File: src/rtl/chacha_pkg.sv
// Shared ChaCha20 types: word, raw 512-bit state/pad, pad counter, and the
// keystream buffer fill states used by keystream_xor.
package chacha_pkg;

  localparam int PAD_WIDTH  = 512;
  localparam int WORD_WIDTH = 32;

  typedef logic [WORD_WIDTH-1:0] Word_t;
  typedef logic [PAD_WIDTH-1:0]  RawState_t;
  typedef logic [31:0]           PadCount_t;

  // Buffer occupancy: EMPTY waits for a pad, LOADED is XORing words from it.
  typedef enum logic {
    FILL_EMPTY  = 1'b0,
    FILL_LOADED = 1'b1
  } fill_state_t;

endpackage

File: src/rtl/pad_word_sel.sv
// Combinational selector returning word idx of a keystream pad.
module pad_word_sel #(
  parameter int WORD_WIDTH = 32,
  parameter int PAD_WIDTH  = 512,
  parameter int IDX_W      = $clog2(PAD_WIDTH / WORD_WIDTH)
) (
  input  logic [PAD_WIDTH-1:0]  pad,
  input  logic [IDX_W-1:0]      idx,
  output logic [WORD_WIDTH-1:0] word
);

  assign word = pad[int'(idx) * WORD_WIDTH +: WORD_WIDTH];

endmodule

File: src/rtl/keystream_xor.sv
// XORs buffered 512-bit keystream pads word-by-word onto a packet stream.
// Build option: KEYSTREAM_XOR_EOP_DISCARD_EN restarts each packet on a fresh pad.
module keystream_xor #(
  parameter int WORD_WIDTH = 32,
  parameter int PAD_WIDTH  = chacha_pkg::PAD_WIDTH
) (
  input  logic                  clock,
  input  logic                  reset,
  input  logic [PAD_WIDTH-1:0]  ks_data,
  input  logic                  ks_valid,
  output logic                  ks_ready,
  input  logic [WORD_WIDTH-1:0] in_data,
  input  logic                  in_eop,
  input  logic                  in_valid,
  output logic                  in_ready,
  output logic [WORD_WIDTH-1:0] out_data,
  output logic                  out_eop,
  output logic                  out_valid,
  input  logic                  out_ready,
  output chacha_pkg::PadCount_t pads_used
);

  import chacha_pkg::*;

  localparam int WORDS = PAD_WIDTH / WORD_WIDTH;
  localparam int IDX_W = $clog2(WORDS);

`ifdef KEYSTREAM_XOR_EOP_DISCARD_EN
  localparam logic DISCARD = 1'b1;
`else
  localparam logic DISCARD = 1'b0;
`endif

  fill_state_t             fill_state;
  logic [PAD_WIDTH-1:0]    pad;
  logic [IDX_W-1:0]        idx;
  logic [WORD_WIDTH-1:0]   pad_word;
  logic                    pad_valid;
  logic                    ks_fire;
  logic                    in_fire;
  logic                    out_fire;
  logic                    last;
  logic                    retire;

  pad_word_sel #(
    .WORD_WIDTH (WORD_WIDTH),
    .PAD_WIDTH  (PAD_WIDTH),
    .IDX_W      (IDX_W)
  ) u_sel (
    .pad  (pad),
    .idx  (idx),
    .word (pad_word)
  );

  // Every port pair uses valid/ready: a transfer happens on a clock edge where
  // both are high; valid never waits on ready, and in_ready never looks at in_valid.
  always_comb begin
    pad_valid = (fill_state == FILL_LOADED);
    in_ready  = pad_valid && (!out_valid || out_ready);
    ks_fire   = ks_valid && ks_ready;
    in_fire   = in_valid && in_ready;
    out_fire  = out_valid && out_ready;
    last      = (idx == IDX_W'(WORDS - 1));
    retire    = in_fire && (last || (in_eop && DISCARD));
    // Accepting the next pad while the final word drains avoids a refill bubble.
    ks_ready  = !pad_valid || retire;
  end

  always_ff @(posedge clock) begin
    if (reset) begin
      fill_state <= FILL_EMPTY;
      pad        <= '0;
      idx        <= '0;
      out_data   <= '0;
      out_eop    <= 1'b0;
      out_valid  <= 1'b0;
      pads_used  <= '0;
    end else begin
      if (in_fire) begin
        out_data  <= in_data ^ pad_word;
        out_eop   <= in_eop;
        out_valid <= 1'b1;
        idx       <= retire ? '0 : idx + 1'b1;
      end else if (out_fire) begin
        out_valid <= 1'b0;
      end

      if (retire) begin
        pads_used <= pads_used + 32'd1;
      end

      case (fill_state)
        FILL_EMPTY: begin
          if (ks_fire) begin
            pad        <= ks_data;
            idx        <= '0;
            fill_state <= FILL_LOADED;
          end
        end
        FILL_LOADED: begin
          if (retire) begin
            if (ks_fire) begin
              pad <= ks_data;
            end else begin
              fill_state <= FILL_EMPTY;
            end
          end
        end
        default: fill_state <= FILL_EMPTY;
      endcase
    end
  end

endmodule

File: config.mk
export PLATFORM = sky130hd
export DESIGN_NAME = keystream_xor
export DESIGN_NICKNAME = d
export VERILOG_FILES = /design/src/rtl/chacha_pkg.sv /design/src/rtl/pad_word_sel.sv /design/src/rtl/keystream_xor.sv
export SDC_FILE = /design/constraint.sdc
export NUM_CORES = 1
export LEC_CHECK = 0
export ABC_AREA = 1
export CAP_MARGIN = 15
export CORE_MARGIN = 5
export CORE_UTILIZATION = 46
export DETAILED_ROUTE_END_ITERATION = 6
export GPL_ROUTABILITY_DRIVEN = 0
export PLACE_DENSITY = 0.8
export REMOVE_ABC_BUFFERS = 1
export SETUP_SLACK_MARGIN = 0.1
export SYNTH_ARGS = -nofsm -noshare
export SYNTH_HDL_FRONTEND = slang
export SYNTH_HIERARCHICAL = 1
export SYNTH_SLANG_ARGS = --single-unit
File: constraint.sdc
create_clock -name clock -period 1.9 [get_ports clock]
set_input_delay 0.285 -clock clock [delete_from_list [all_inputs] [get_ports clock]]
set_output_delay 0.285 -clock clock [all_outputs]
set_load 0.1 [all_outputs]
Word-level counts from Yosys, hierarchy flattened
Index checks and enable logic that the tools add are counted.

Add/subtract/negate cells: 2. Bitwise logic cells: 2. Divide/modulo/power cells: 0. Multiplexer cells: 12. Reduce and logical (&&, ||, !) cells: 10. Multipliers: 0. Equal/unequal tests: 2. Shifts and indexed selects: 1. Order comparisons: 0.

Operators by type and width (number): 512-bit two-way mux (2); 512-bit one-hot mux with 2 select lines (1); 512-bit by 10-bit variable part select with 32-bit output (1); 32-bit by 1-bit adder with 32-bit output, second input constant (1); 32-bit bitwise XOR (1); 4-bit two-way mux (4); 1-bit logical AND (5); 4-bit by 1-bit adder with 4-bit output, second input constant (1); 4-bit equality test, second input constant (1); 1-bit two-way mux (4); 1-bit zero test (2); 1-bit logical OR (2); 2-bit by 1-bit inequality test with 1-bit output, second input constant (1); 1-bit one-hot mux with 2 select lines (1); 2-bit nonzero test (1); 1-bit NOT (1).

Memories: 0. ROM bits: 0. Flip-flop bits (word level): 583. Bits in latches: 0. Output and inout port bits: 68. Bits in writable memories: 0. Logic and storage cells: 36.

Logic depth before layout (Yosys ltp)
Depth after elaboration: 10. Gate-level depth with buffers: 12. Gate-level depth less buffers: 9.

Hierarchy
Netlist, hierarchy kept.

Modules (own cells, without submodules): keystream_xor (seq. area each 11671.2 sq um, area each 21117.8 sq um, cells an instance 2695, instances 1); pad_word_sel (seq. area each 0.0 sq um, area each 6610.1 sq um, cells an instance 1549, instances 1).

Least setup slack after synthesis
No wires, ideal clock.

Kind: reg-to-reg. Start: register out_valid. End: register pad[371]. Library setup time: 116 ps. Data required time: 1784 ps. Clock period less this slack: 2787 ps. Stages on the path, launching flop included: 9. Setup slack: -887 ps. Arrival: 2671 ps. Cell sequence: dfxtp_1 a21oi_4 nand3_4 nand2_4 nand2_4 buf_4 clkbuf_1 o21ai_0 nor2_1.

Cells in the longest elaborated chain, start to end: 10.

Ends and longest elaborated chain: start, declared (line keystream_xor.sv:18) `output logic out_valid,`; start signal, assigned (line keystream_xor.sv:76) `out_valid <= 1'b0;`; start signal, assigned (line keystream_xor.sv:82) `out_valid <= 1'b1;`; start signal, assigned (line keystream_xor.sv:85) `out_valid <= 1'b0;`; 1-bit zero test * (line keystream_xor.sv:59) `in_ready = pad_valid && (!out_valid || out_ready);`; 1-bit logical OR * (line keystream_xor.sv:59); 1-bit logical AND * (line keystream_xor.sv:59); net in_ready (line keystream_xor.sv:15) `output logic in_ready,`; 1-bit logical AND * (line keystream_xor.sv:61) `in_fire = in_valid && in_ready;`; 1-bit logical AND * (line keystream_xor.sv:64) `retire = in_fire && (last || (in_eop && DISCARD));`; 1-bit logical OR * (line keystream_xor.sv:66) `ks_ready = !pad_valid || retire;`; net ks_ready (line keystream_xor.sv:11) `output logic ks_ready,`; 1-bit logical AND * (line keystream_xor.sv:60) `ks_fire = ks_valid && ks_ready;`; 512-bit two-way mux *; 512-bit two-way mux; 512-bit one-hot mux with 2 select lines *; end signal, assigned (line keystream_xor.sv:95) `pad <= ks_data;`; end signal, assigned (line keystream_xor.sv:103) `pad <= ks_data;`; end, declared (line keystream_xor.sv:35) `logic [PAD_WIDTH-1:0] pad;`.

Mark *: on every way through the listed nets, which the timed path passes. The rest lies on a longest branch. The select of a mux whose other input is x is not followed. A chain may end at the register's enable or synchronous reset.

Worst setup path after layout
Start: register idx[0]. End: register pad[336].

Cells in the longest elaborated chain, start to end: 7.

Ends and longest elaborated chain: start, declared (line keystream_xor.sv:36) `logic [IDX_W-1:0] idx;`; start signal, assigned (line keystream_xor.sv:83) `idx <= retire ? '0 : idx + 1'b1;`; 4-bit equality test * (line keystream_xor.sv:63) `last = (idx == IDX_W'(WORDS - 1));`; 1-bit logical AND * (line keystream_xor.sv:64); 1-bit logical OR (line keystream_xor.sv:66); 1-bit logical AND (line keystream_xor.sv:60); 512-bit two-way mux (2 in a row); 512-bit one-hot mux with 2 select lines.

Every way passes the cells marked *; elsewhere a longest branch is shown, timed or not. The select of a mux whose other input is x is not followed.

==> flow_summary.toml <==
[worst_setup_path]
number_of_logic_stages_on_the_critical_path_including_buffering = 14
timing.critical_path.to_type = "flop"
cp_max_fo = 7
r2r_worst_path_depth = 14
critical-path-top-delay-family = "buffers and inverters"
criticalPathCategory = "flop to flop"
critical_path.n_buffers_inverters = 7
setup.worst_path.start_class = "flop"
timing.critical_path.cells = "ha_4 > inv_2 > nor2_4 > nand3_4 > nand2_4 > buf_6 > nand2_8 > buf_16 > buf_12 > clkinv_16 > buf_12 > clkbuf_16 > nor2_1 > nor2_1"
crit_path_start = "idx[0]"
critical-path-max-stage-delay_ns = 0.36
worst-endpoint-required_ns = 2.39
cp_arrival_ns = 2.58
regToRegSetupSlack_ns = -0.19
r2r_start = "idx[0]"
rr_endpoint = "pad[336]"
critPathSlowestCell = "dfxtp_4"

[clocking]
cts_root_buffer = "clkbuf_16"
clock_latency_ns = 0.61
clock_tree_from_tritoncts = "yes"
cts.reportedPaths.clkPinSlew_ns = 0.06
total_cts_buffers = 60
clock_sinks = 583
cts_htree_levels = 2
clk_path_buf_depth = 3
postCtsHoldBufs = 0

[timing]
final_min_period_over_clock_period_pct = 110
finalHoldViolations = 0
period_needed_ns = 2.09
clock.fmax_mhz = 478
maxSlewHeadroom_pct = 64.7
setup_viol = 323
tightest_slew_ns = 0.530
final_critical_path_setup_slack_ns = -0.191
timing_max_transition_violations_final = 0
skew_ns = 0.0233
rsz0062_at_grt = "yes"

[power_and_ir_drop]
power_density_mw_per_mm2 = 802
vdd_drop_max_mv = 0.778
leakage_power_nw = 18.3
totalPowerFinal_w = 0.0341

[global_routing]
grt_use_total_pct = 29.2
grt_antenna_before_repair = 6
number_of_global_route_vias_before_repair = 29300
largest_net_degree_at_the_start_of_global_routing = 77
grt_remaining_overflow = 0
global_route_wire_length_before_repair_mm = 156

[final_layout]
multi_input_combinational_cell_area_sq_mm = 0.0145
area.growth.synth_to_final_pct = 53.4
fillerInstances = 4150
layout_common_cells = "838 x nor2_1, 734 x nand2_1, 578 x dfxtp_1"
finish.cell_count_without_fillers = 5798
final_design_area_no_fill_sq_mm = 0.0425
num-nets-final = 5513
mostFrequentLayoutCell = "nor2_1"
layout-drive-gt1-share_pct = 18.2
final-seq-area_sq_mm = 0.0117

[logic_synthesis]
synth.top_cells.by_area = "dfxtp_1 42%, nor2_1 15%, nand2_1 10%, nand3_1 7.3%, inv_1 6.0%"
post_synth_num_cell_types = 30
synthesis.area_sq_mm = 0.0277
postSynthRegisterBits = 583
synth.top_cell.area_share_pct = 42.1
synth_seq_area_share_pct = 42.1
ys.warnings.count = 6
area_leader_netlist = "dfxtp_1"
syn_area_per_cell_sq_um = 6.53
synth_cells = 4244

[drt]
drtIter0Drc = 3816
avgRoutedWirePerCell_um = 20.1
drtPass1Iterations = 7
drt_wl_total_mm = 117
avgViaCountPerCell = 5.57
ant_nets = 0
remaining_drc_errors = 3
via_count = 32300

[flow_run]
max_capacitance_violation_count = 0

[worst_hold_path]
min_delay_worst_endpoint = "pad[141]"
hp-start = "ks_data[141]"
min-delay-path-class = "primary input to flop"
min_path_cells = 3

[floorplanning]
die_area_sq_mm = 0.0653
num_io_pins = 618
core_area_sq_mm = 0.0600
start_util_pct = 46.2
die_height_um = 256
placementRows = 90
die_width_um = 256

[place]
dpl-instance-area_sq_mm = 0.0349
hpwlAfterDp_mm = 65.7
placed_cells_incl_taps = 5536
port_buffers = 617

[outcome]
result_of_the_run = "finished, violations left"
violations = "design-rule violations, negative setup slack"
[cell families (layout without fill, tap and decap cells)]
family | count (synthesis) | count (layout) | synth area share (%)
other | 0 | 6 | 0
adders and majority gates | 2 | 2 | 0.0902
AOI/OAI and AO/OA | 612 | 612 | 11.1
and+or+nand+nor | 2271 | 2271 | 32.9
DFF | 583 | 583 | 42.1
buffers and inverters | 741 | 1507 | 12.8
xor gates and xnor gates | 35 | 35 | 1.11
[where the power goes]
part	internal, W	total [W]	switching (W)	leakage, nW
combinational	0.00370	0.00775	0.00405	12.5
clock	0.00747	0.0126	0.00513	1.02
sequential	0.0131	0.0138	0.000641	4.82
total	0.0243	0.0341	0.00981	18.3
[registers in the layout (all words and copies together) (netlist names)]
| signal | cells |
|---|---|
| pads_used | 32 |
| out_eop | 1 |
| out_data | 32 |
| pad | 512 |
| out_valid | 1 |
| fill_state | 1 |
| idx | 4 |
[layer usage]
metal,track usage [%],vias to the layer above,wire length [um]
li1,-,14700,-
met1,35.5,14700,41600
met2,50.1,2213,54500
met3,5.04,678,11600
met4,14.9,0,8880
met5,0,-,0
[area by class of cell]
type / instances / share of cell area, %
inverters: 451 / 4.13
clock buffers: 87 / 4.12
multi-input cells: 2920 / 34.0
clock inverters: 24 / 0.791
repair buffers: 936 / 26.6
flip-flops and latches: 583 / 27.5
repair inverters: 9 / 0.544
well taps: 782 / 2.30
diodes: 6 / 0.0353
[worst reg2reg max path, stage by stage, from the launching register on]
cell,delay [ns]
dfxtp_4,0.36
ha_4,0.16
inv_2,0.06
nor2_4,0.04
nand3_4,0.09
nand2_4,0.06
buf_6,0.12
nand2_8,0.12
buf_16,0.18
buf_12,0.15
clkinv_16,0.10
buf_12,0.16
clkbuf_16,0.16
nor2_1,0.16
nor2_1,0.07
[cell usage after synthesis]
library cell and n:
dfxtp_1 583, xor2_1 2, ha_1 2, buf_1 14, nand3_4 1, clkinv_2 1
nor3_1 3, clkbuf_1 113, nand4_1 14, buf_2 72, nand2_4 2, buf_8 1
buf_6 83, clkinv_1 2, inv_2 2, a21oi_1 48, buf_4 7, nand3b_1 1
inv_4 1, nand2_1 755, o21bai_1 2, o21ai_0 258, nand3_1 405, and2_1 2
a21oi_4 1, xnor2_1 33, inv_1 445, or2_2 1, o21ai_1 303, nor2_1 1087
[worst max-delay path by stage]
stage          slack [ns]  endpoint
2_1_floorplan       -10.0    pad[0]
5_1_grt             -0.23  pad[336]
3_3_place_gp        -0.38   pad[59]
4_1_cts             -0.15  ks_ready
3_5_place_dp        -0.39   pad[59]
6_report            -0.19  pad[336]
[metrics by stage]
step	hold slack (ns)	utilization, %	setup slack (ns)	TNS [ns]
after floorplan	0.354	-	-10.0	-5533.08
final	0.287	70.9	-0.191	-11.65
after CTS	0.254	65.1	-0.149	-31.33
after global placement	0.457	58.2	-0.378	-112.51
after detailed placement	0.470	58.2	-0.387	-122.93
after global routing	0.290	70.9	-0.233	-42.80
[repair_timing]
action,4_1_cts,5_1_grt
endpoints found under the hold margin,0,0
gates cloned,44,52
gates resized for setup,214,593
setup endpoints to repair,528,562
pin swaps,20,110
setup buffers,23,34
(Power assumes the default switching activity.)
